--- src/rtl/blake2_cmd_tx.sv ---
// blake2_cmd_tx
//   Host-side transmitter for the BLAKE2 byte-serial command interface.
//   A job has three phases. First, kk, nn and the 64-bit ll are sent as 10
//   CONF bytes. Next come the key block (when kk != 0) and the message
//   blocks, each 64 bytes long and zero padded, marked with START, DATA or
//   LAST. Finally, optionally, the device's hash bytes are forwarded back.
//
//   Optional feature macro: BLAKE2_CMD_TX_HASH_CAPTURE_EN
//     defined   : a HASH state forwards hash_v_i/hash_i with 1-cycle latency
//                 and flags the nn-th byte on hash_last_o
//     undefined : hash_* outputs are tied to 0 and DONE follows the last block
//
// Ports
//   clk, nreset                 clock, synchronous active-low reset
//   start_i, kk_i, nn_i, ll_i   job start pulse and job parameters
//   busy_o, done_o              job in progress / one-cycle end-of-job pulse
//   msg_valid_i/msg_data_i/msg_ready_o   upstream key+message byte stream
//   dev_ready_i                 device ready for the next block
//   tx_valid_o/tx_cmd_o/tx_data_o        byte stream to the device
//   hash_v_i/hash_i             hash bytes returned by the device
//   hash_valid_o/hash_data_o/hash_last_o forwarded hash bytes
module blake2_cmd_tx #(
  parameter int BLOCK_BYTES = 64
) (
  input  logic        clk,
  input  logic        nreset,
  input  logic        start_i,
  input  logic [5:0]  kk_i,
  input  logic [5:0]  nn_i,
  input  logic [63:0] ll_i,
  output logic        busy_o,
  output logic        done_o,
  input  logic        msg_valid_i,
  input  logic [7:0]  msg_data_i,
  output logic        msg_ready_o,
  input  logic        dev_ready_i,
  output logic        tx_valid_o,
  output logic [1:0]  tx_cmd_o,
  output logic [7:0]  tx_data_o,
  input  logic        hash_v_i,
  input  logic [7:0]  hash_i,
  output logic        hash_valid_o,
  output logic [7:0]  hash_data_o,
  output logic        hash_last_o
);

  localparam logic [1:0] CMD_CONF  = 2'd0;
  localparam logic [1:0] CMD_START = 2'd1;
  localparam logic [1:0] CMD_DATA  = 2'd2;
  localparam logic [1:0] CMD_LAST  = 2'd3;
  localparam logic [5:0] LAST_IDX  = 6'(BLOCK_BYTES - 1);
  localparam logic [5:0] CONF_LAST = 6'd9;

  typedef enum logic [2:0] {
    S_IDLE,
    S_CONF,
    S_WAIT,
    S_BLOCK,
`ifdef BLAKE2_CMD_TX_HASH_CAPTURE_EN
    S_HASH,
`endif
    S_DONE
  } state_t;

  state_t      state_q, state_d;
  logic [5:0]  idx_q, idx_d;
  logic [79:0] conf_q, conf_d;       // CONF bytes, shifted out LSB first
  logic [5:0]  kk_q, kk_d;
  logic [63:0] rem_q, rem_d;         // message bytes still to consume
  logic [63:0] blk_q, blk_d;         // blocks left, including the current one
  logic        first_q, first_d;
  logic        key_q, key_d;         // current block is the key block
  logic        tx_valid_q, tx_valid_d;
  logic [1:0]  tx_cmd_q, tx_cmd_d;
  logic [7:0]  tx_data_q, tx_data_d;
  logic        busy_q, busy_d;
  logic        done_q, done_d;
  logic [63:0] nb;
  logic        stream_byte;
  logic        last_blk;
  logic [1:0]  byte_cmd;

`ifdef BLAKE2_CMD_TX_HASH_CAPTURE_EN
  logic [5:0]  nn_q, nn_d;
  logic [5:0]  hcnt_q, hcnt_d;
  logic        hlast_q, hlast_d;     // nn-th hash byte already forwarded
  logic        hash_valid_q, hash_valid_d;
  logic [7:0]  hash_data_q, hash_data_d;
  logic        hash_last_q, hash_last_d;
`endif

  // Job size in blocks; an empty job still sends one all-zero block.
  always_comb begin
    nb = 64'(kk_i != 6'd0) + (ll_i >> 6) + 64'(|ll_i[5:0]);
    if (nb == 64'd0) nb = 64'd1;
  end

  assign last_blk    = (blk_q == 64'd1);
  assign stream_byte = key_q ? (idx_q < kk_q) : (rem_q != 64'd0);
  assign msg_ready_o = (state_q == S_BLOCK) && stream_byte;

  always_comb begin
    byte_cmd = CMD_DATA;
    if (idx_q == 6'd0)
      byte_cmd = first_q ? CMD_START : (last_blk ? CMD_LAST : CMD_DATA);
    else if (idx_q == 6'd1 && first_q && last_blk)
      byte_cmd = CMD_LAST;  // single-block job carries LAST on byte 1
  end

  always_comb begin
    state_d    = state_q;
    idx_d      = idx_q;
    conf_d     = conf_q;
    kk_d       = kk_q;
    rem_d      = rem_q;
    blk_d      = blk_q;
    first_d    = first_q;
    key_d      = key_q;
    busy_d     = busy_q;
    done_d     = 1'b0;
    tx_valid_d = 1'b0;
    tx_cmd_d   = CMD_CONF;
    tx_data_d  = 8'h00;
`ifdef BLAKE2_CMD_TX_HASH_CAPTURE_EN
    nn_d         = nn_q;
    hcnt_d       = hcnt_q;
    hlast_d      = hlast_q;
    hash_valid_d = 1'b0;
    hash_data_d  = 8'h00;
    hash_last_d  = 1'b0;
`endif
    case (state_q)
      S_IDLE: begin
        if (start_i) begin
          conf_d  = {ll_i, 2'b00, nn_i, 2'b00, kk_i};
          kk_d    = kk_i;
          rem_d   = ll_i;
          blk_d   = nb;
          first_d = 1'b1;
          key_d   = (kk_i != 6'd0);
          idx_d   = 6'd0;
          busy_d  = 1'b1;
          state_d = S_CONF;
`ifdef BLAKE2_CMD_TX_HASH_CAPTURE_EN
          nn_d    = nn_i;
`endif
        end
      end
      S_CONF: begin
        tx_valid_d = 1'b1;
        tx_data_d  = conf_q[7:0];
        conf_d     = conf_q >> 8;
        idx_d      = idx_q + 6'd1;
        if (idx_q == CONF_LAST) begin
          idx_d   = 6'd0;
          state_d = S_WAIT;
        end
      end
      S_WAIT: begin
        if (dev_ready_i) begin
          idx_d   = 6'd0;
          state_d = S_BLOCK;
        end
      end
      S_BLOCK: begin
        // Pad bytes never stall; stream bytes wait for the handshake.
        if (!stream_byte || msg_valid_i) begin
          tx_valid_d = 1'b1;
          tx_cmd_d   = byte_cmd;
          tx_data_d  = stream_byte ? msg_data_i : 8'h00;
          if (stream_byte && !key_q) rem_d = rem_q - 64'd1;
          idx_d = idx_q + 6'd1;
          if (idx_q == LAST_IDX) begin
            idx_d = 6'd0;
            if (!last_blk) begin
              blk_d   = blk_q - 64'd1;
              first_d = 1'b0;
              key_d   = 1'b0;
              state_d = S_WAIT;
            end else begin
`ifdef BLAKE2_CMD_TX_HASH_CAPTURE_EN
              hcnt_d  = 6'd0;
              hlast_d = 1'b0;
              state_d = S_HASH;
`else
              done_d  = 1'b1;
              busy_d  = 1'b0;
              state_d = S_DONE;
`endif
            end
          end
        end
      end
`ifdef BLAKE2_CMD_TX_HASH_CAPTURE_EN
      S_HASH: begin
        if (hlast_q) begin
          done_d  = 1'b1;
          busy_d  = 1'b0;
          state_d = S_DONE;
        end else if (hash_v_i) begin
          hash_valid_d = 1'b1;
          hash_data_d  = hash_i;
          hcnt_d       = hcnt_q + 6'd1;
          if ({1'b0, hcnt_q} + 7'd1 == {1'b0, nn_q}) begin
            hash_last_d = 1'b1;
            hlast_d     = 1'b1;
          end
        end
      end
`endif
      // done_o is high for exactly this state, so start_i here is dropped.
      S_DONE:  state_d = S_IDLE;
      default: state_d = S_IDLE;
    endcase
  end

  always_ff @(posedge clk) begin
    if (!nreset) begin
      state_q    <= S_IDLE;
      tx_valid_q <= 1'b0;
      tx_cmd_q   <= 2'd0;
      tx_data_q  <= 8'h00;
      busy_q     <= 1'b0;
      done_q     <= 1'b0;
    end else begin
      state_q    <= state_d;
      tx_valid_q <= tx_valid_d;
      tx_cmd_q   <= tx_cmd_d;
      tx_data_q  <= tx_data_d;
      busy_q     <= busy_d;
      done_q     <= done_d;
    end
  end

  // Job context: always loaded on start before it is used.
  always_ff @(posedge clk) begin
    idx_q   <= idx_d;
    conf_q  <= conf_d;
    kk_q    <= kk_d;
    rem_q   <= rem_d;
    blk_q   <= blk_d;
    first_q <= first_d;
    key_q   <= key_d;
  end

  assign tx_valid_o = tx_valid_q;
  assign tx_cmd_o   = tx_cmd_q;
  assign tx_data_o  = tx_data_q;
  assign busy_o     = busy_q;
  assign done_o     = done_q;

`ifdef BLAKE2_CMD_TX_HASH_CAPTURE_EN
  always_ff @(posedge clk) begin
    if (!nreset) begin
      hash_valid_q <= 1'b0;
      hash_data_q  <= 8'h00;
      hash_last_q  <= 1'b0;
    end else begin
      hash_valid_q <= hash_valid_d;
      hash_data_q  <= hash_data_d;
      hash_last_q  <= hash_last_d;
    end
  end

  always_ff @(posedge clk) begin
    nn_q    <= nn_d;
    hcnt_q  <= hcnt_d;
    hlast_q <= hlast_d;
  end

  assign hash_valid_o = hash_valid_q;
  assign hash_data_o  = hash_data_q;
  assign hash_last_o  = hash_last_q;
`else
  logic unused_hash;
  assign unused_hash  = ^{hash_v_i, hash_i};
  assign hash_valid_o = 1'b0;
  assign hash_data_o  = 8'h00;
  assign hash_last_o  = 1'b0;
`endif

endmodule
--- config.mk ---
export PLATFORM = sky130hd
export DESIGN_NAME = blake2_cmd_tx
export DESIGN_NICKNAME = d
export VERILOG_FILES = /design/src/rtl/blake2_cmd_tx.sv
export SDC_FILE = /design/constraint.sdc
export NUM_CORES = 1
export LEC_CHECK = 0
export ABC_AREA = 1
export CORE_MARGIN = 8
export CORE_UTILIZATION = 60
export DETAILED_ROUTE_END_ITERATION = 8
export PLACE_DENSITY = 0.78
export SLEW_MARGIN = 5
export SYNTH_ARGS = -nofsm -noshare
export SYNTH_HDL_FRONTEND = slang
export SYNTH_SLANG_ARGS = --single-unit
--- constraint.sdc ---
create_clock -name clk -period 5.8 [get_ports clk]
set_input_delay 1.16 -clock clk [delete_from_list [all_inputs] [get_ports clk]]
set_output_delay 1.16 -clock clk [all_outputs]
set_load 0.01 [all_outputs]
==> impl_metrics.env <==
export IMPL_drv_cap=0
export IMPL_layout_nets=2355
export IMPL_critPathKind="flop to output pin"
export IMPL_grt_pass1_vias=14000
export IMPL_crit_required_ns=4.64
export IMPL_synthMostInstantiatedCell="nand2_1"
export IMPL_grt_pass1_wl_um=73200
export IMPL_numPortBuffers=102
export IMPL_final_util_pct=69.6
export IMPL_first_iter_violations=1545
export IMPL_grt_overflow=0
export IMPL_period_needed_ns=4.76
export IMPL_track_usage_pct=29.1
export IMPL_place_ws_ns=1.14
export IMPL_area_delta_synth_final_pct=14.2
export IMPL_outcome="completed"
export IMPL_synth_area_mm2=0.0159
export IMPL_ys_seq_area_share_pct=44.0
export IMPL_fmax_mhz=210
export IMPL_syn_area_per_cell_um2=7.37
export IMPL_ctsRootBufferMaster="clkbuf_16"
export IMPL_routed_wl_um=46900
export IMPL_die_area_mm2=0.0319
export IMPL_cts_made_buffers=28
export IMPL_post_cts_buffers=0
export IMPL_synthFlopType="edfxtp_1"
export IMPL_cp_end_kind="output pin"
export IMPL_core_area_mm2=0.0261
export IMPL_design_area_mm2=0.0181
export IMPL_drcViolationCount=0
export IMPL_instances_no_fill=2601
export IMPL_timing_hold_ws_ns=0.461
export IMPL_ir_worst_vdd_mv=0.338
export IMPL_yosysWarningCount=0
export IMPL_synth_top_cells_by_count="nand2_1 (598), nor2_1 (354), inv_1 (257), edfxtp_1 (222), o21ai_0 (167)"
export IMPL_p_per_area_mw_per_mm2=390
export IMPL_viasPerCell=5.69
export IMPL_antenna_left=0
export IMPL_vias=14800
export IMPL_fin_worst_skew_ns=0.0186
export IMPL_path_max_fanout=10
export IMPL_syn_inst=2153
export IMPL_rsz0062_at_grt="no"
export IMPL_fin_crit_sh_pct=82.0
export IMPL_pin_count=122
export IMPL_clock_sinks=238
export IMPL_gp_congestion=0.954
export IMPL_initial_utilization_pct=60.9
export IMPL_finalWorstSetupSlack_ns=1.04
export IMPL_synth_top_area_share_pct=42.0
export IMPL_synth_cell_types=48
export IMPL_detail_route_wl_per_cell_um=18.0
export IMPL_rows=59
export IMPL_fin_tns_setup_ns=0
export IMPL_p_leak_nw=7.17
export IMPL_cp_start_kind="flop"
export IMPL_drv_slew=0
export IMPL_async_flop_share_pct=0
export IMPL_cts_resized=0
export IMPL_placed_cell_area_mm2=0.0172
export IMPL_synth_edff_count=222
export IMPL_setup_viol=0
export IMPL_tightest_slew_ns=1.13
export IMPL_drive_above_1_share_pct=6.71
export IMPL_grt_max_degree=84
export IMPL_clk_path_buf_depth=3
export IMPL_n_antenna_cell=0
export IMPL_totalPowerFinal_mw=7.06
export IMPL_synthTopCellsByArea="edfxtp_1 (42%), nand2_1 (14%), nor2_1 (8.4%)"
export IMPL_ys_ff_latch=238
export IMPL_antenna_found_initial=0
export IMPL_hold_path_class="flop to flop"
export IMPL_maxSlewHeadroom_pct=24.5
export IMPL_crit_arrival_ns=3.60
export IMPL_ctsHtreeMaxLevel=1
export IMPL_fp_dieH_um=179
export IMPL_clock_latency_ns=0.56
export IMPL_dp_cells=2549
export IMPL_die_w_um=179
export IMPL_firstDrtPassIters=5
export IMPL_dp_hpwl_um=35200
export IMPL_hold_viol=0
export IMPL_yosys_area_top_type="edfxtp_1"
export IMPL_postCtsHoldBufs=0
export IMPL_clk_pin_slew_ns=0.06
export IMPL_cts_tree="built"
## kinds of logic (layout without fill, tap and decap cells)
logic type	count (synthesis)	in the layout	share of synthesized area [%]
AOI/OAI and AO/OA	240	240	7.90
xor gates and xnor gates	88	88	4.85
adders and majority gates	13	13	1.07
buffers and inverters	320	424	7.81
DFF	238	238	44.0
other	1	10	0.0236
and+or+nand+nor	1253	1253	34.3
## worst max-delay path: stages (launching register included)
cell,delay [ns]
edfxtp_1,0.44
nor2_1,0.19
nand2_1,0.10
nor2_1,0.22
nand2_1,0.14
nor4_1,0.65
nand4_1,0.41
nand2_1,0.22
nor2_2,0.12
clkdlybuf4s50_1,0.56
## sequential cells by signal, indices dropped and copies added (netlist names)
register,flops
blk_q,64
busy_o,1
conf_q,80
done_o,1
first_q,1
idx_q,6
key_q,1
kk_q,6
rem_q,64
state_q,3
tx_cmd_o,2
tx_data_o,8
tx_valid_o,1
## layout make-up
class	instances	area, µm²
Tap cell	335	419
Clock inverter	17	189
Timing Repair Buffer	109	1070
Multi-Input combinational cell	1604	7720
Fill cell	2199	7930
Sequential cell	238	6990
Inverter	263	990
Clock buffer	35	747
## report_power, final
group	leakage, nW	switching, mW	internal (mW)
clock	0.448	0.756	1.05
sequential	2.28	0.427	2.81
combinational	4.44	1.40	0.619
total	7.17	2.58	4.48
## path summary, 6_finish.rpt
kind                             from             endpoint  slack (ns)  cells past startpoint
setup / recovery  rem_q[32]$_DFFE_PP_          msg_ready_o        1.04                      9
setup reg to reg  rem_q[32]$_DFFE_PP_  rem_q[49]$_DFFE_PP_        1.87                     10
hold / removal    busy_o$_SDFFE_PN0P_  busy_o$_SDFFE_PN0P_        0.46                      2
hold reg to reg   busy_o$_SDFFE_PN0P_  busy_o$_SDFFE_PN0P_        0.46                      2
## metal layers
metal | GRT usage, % | share of wire (%) | routed length (µm)
met5 | 0 | 0 | 0
met3 | 3.05 | 8.2 | 3840
met2 | 48.1 | 46 | 21600
met1 | 38.9 | 42 | 19500
met4 | 11.8 | 4.1 | 1930
## cells in the final DEF (no fill, tap or decap), types with 2 or more instances in the layout
cell type          n
clkbuf_8           2
xor2_1            61
nor2_1           351
inv_1            257
nand2_1          597
nand3_2            5
ha_1              12
edfxtp_1         222
nor2_2            22
clkinv_1           2
nor3_4             3
conb_1            10
or2_2             17
buf_4              7
nand2_2           15
o31ai_1            2
nor3b_1            3
nand2_4            3
nand4_1           42
o21ai_0          167
o22ai_1            5
nor3_2             4
clkinvlp_4         4
inv_2              5
nor2_4            19
o21ai_1           14
bufinv_16          3
nor3_1            28
xnor2_1           27
dfxtp_1           16
nor4_1            19
nand3_1          120
a31o_2             2
clkbuf_16         28
clkdlybuf4s50_1  102
a21oi_1           32
clkbuf_1           5
clkinv_2           5
a31oi_1           10
Power figures use the tool's default switching activity.
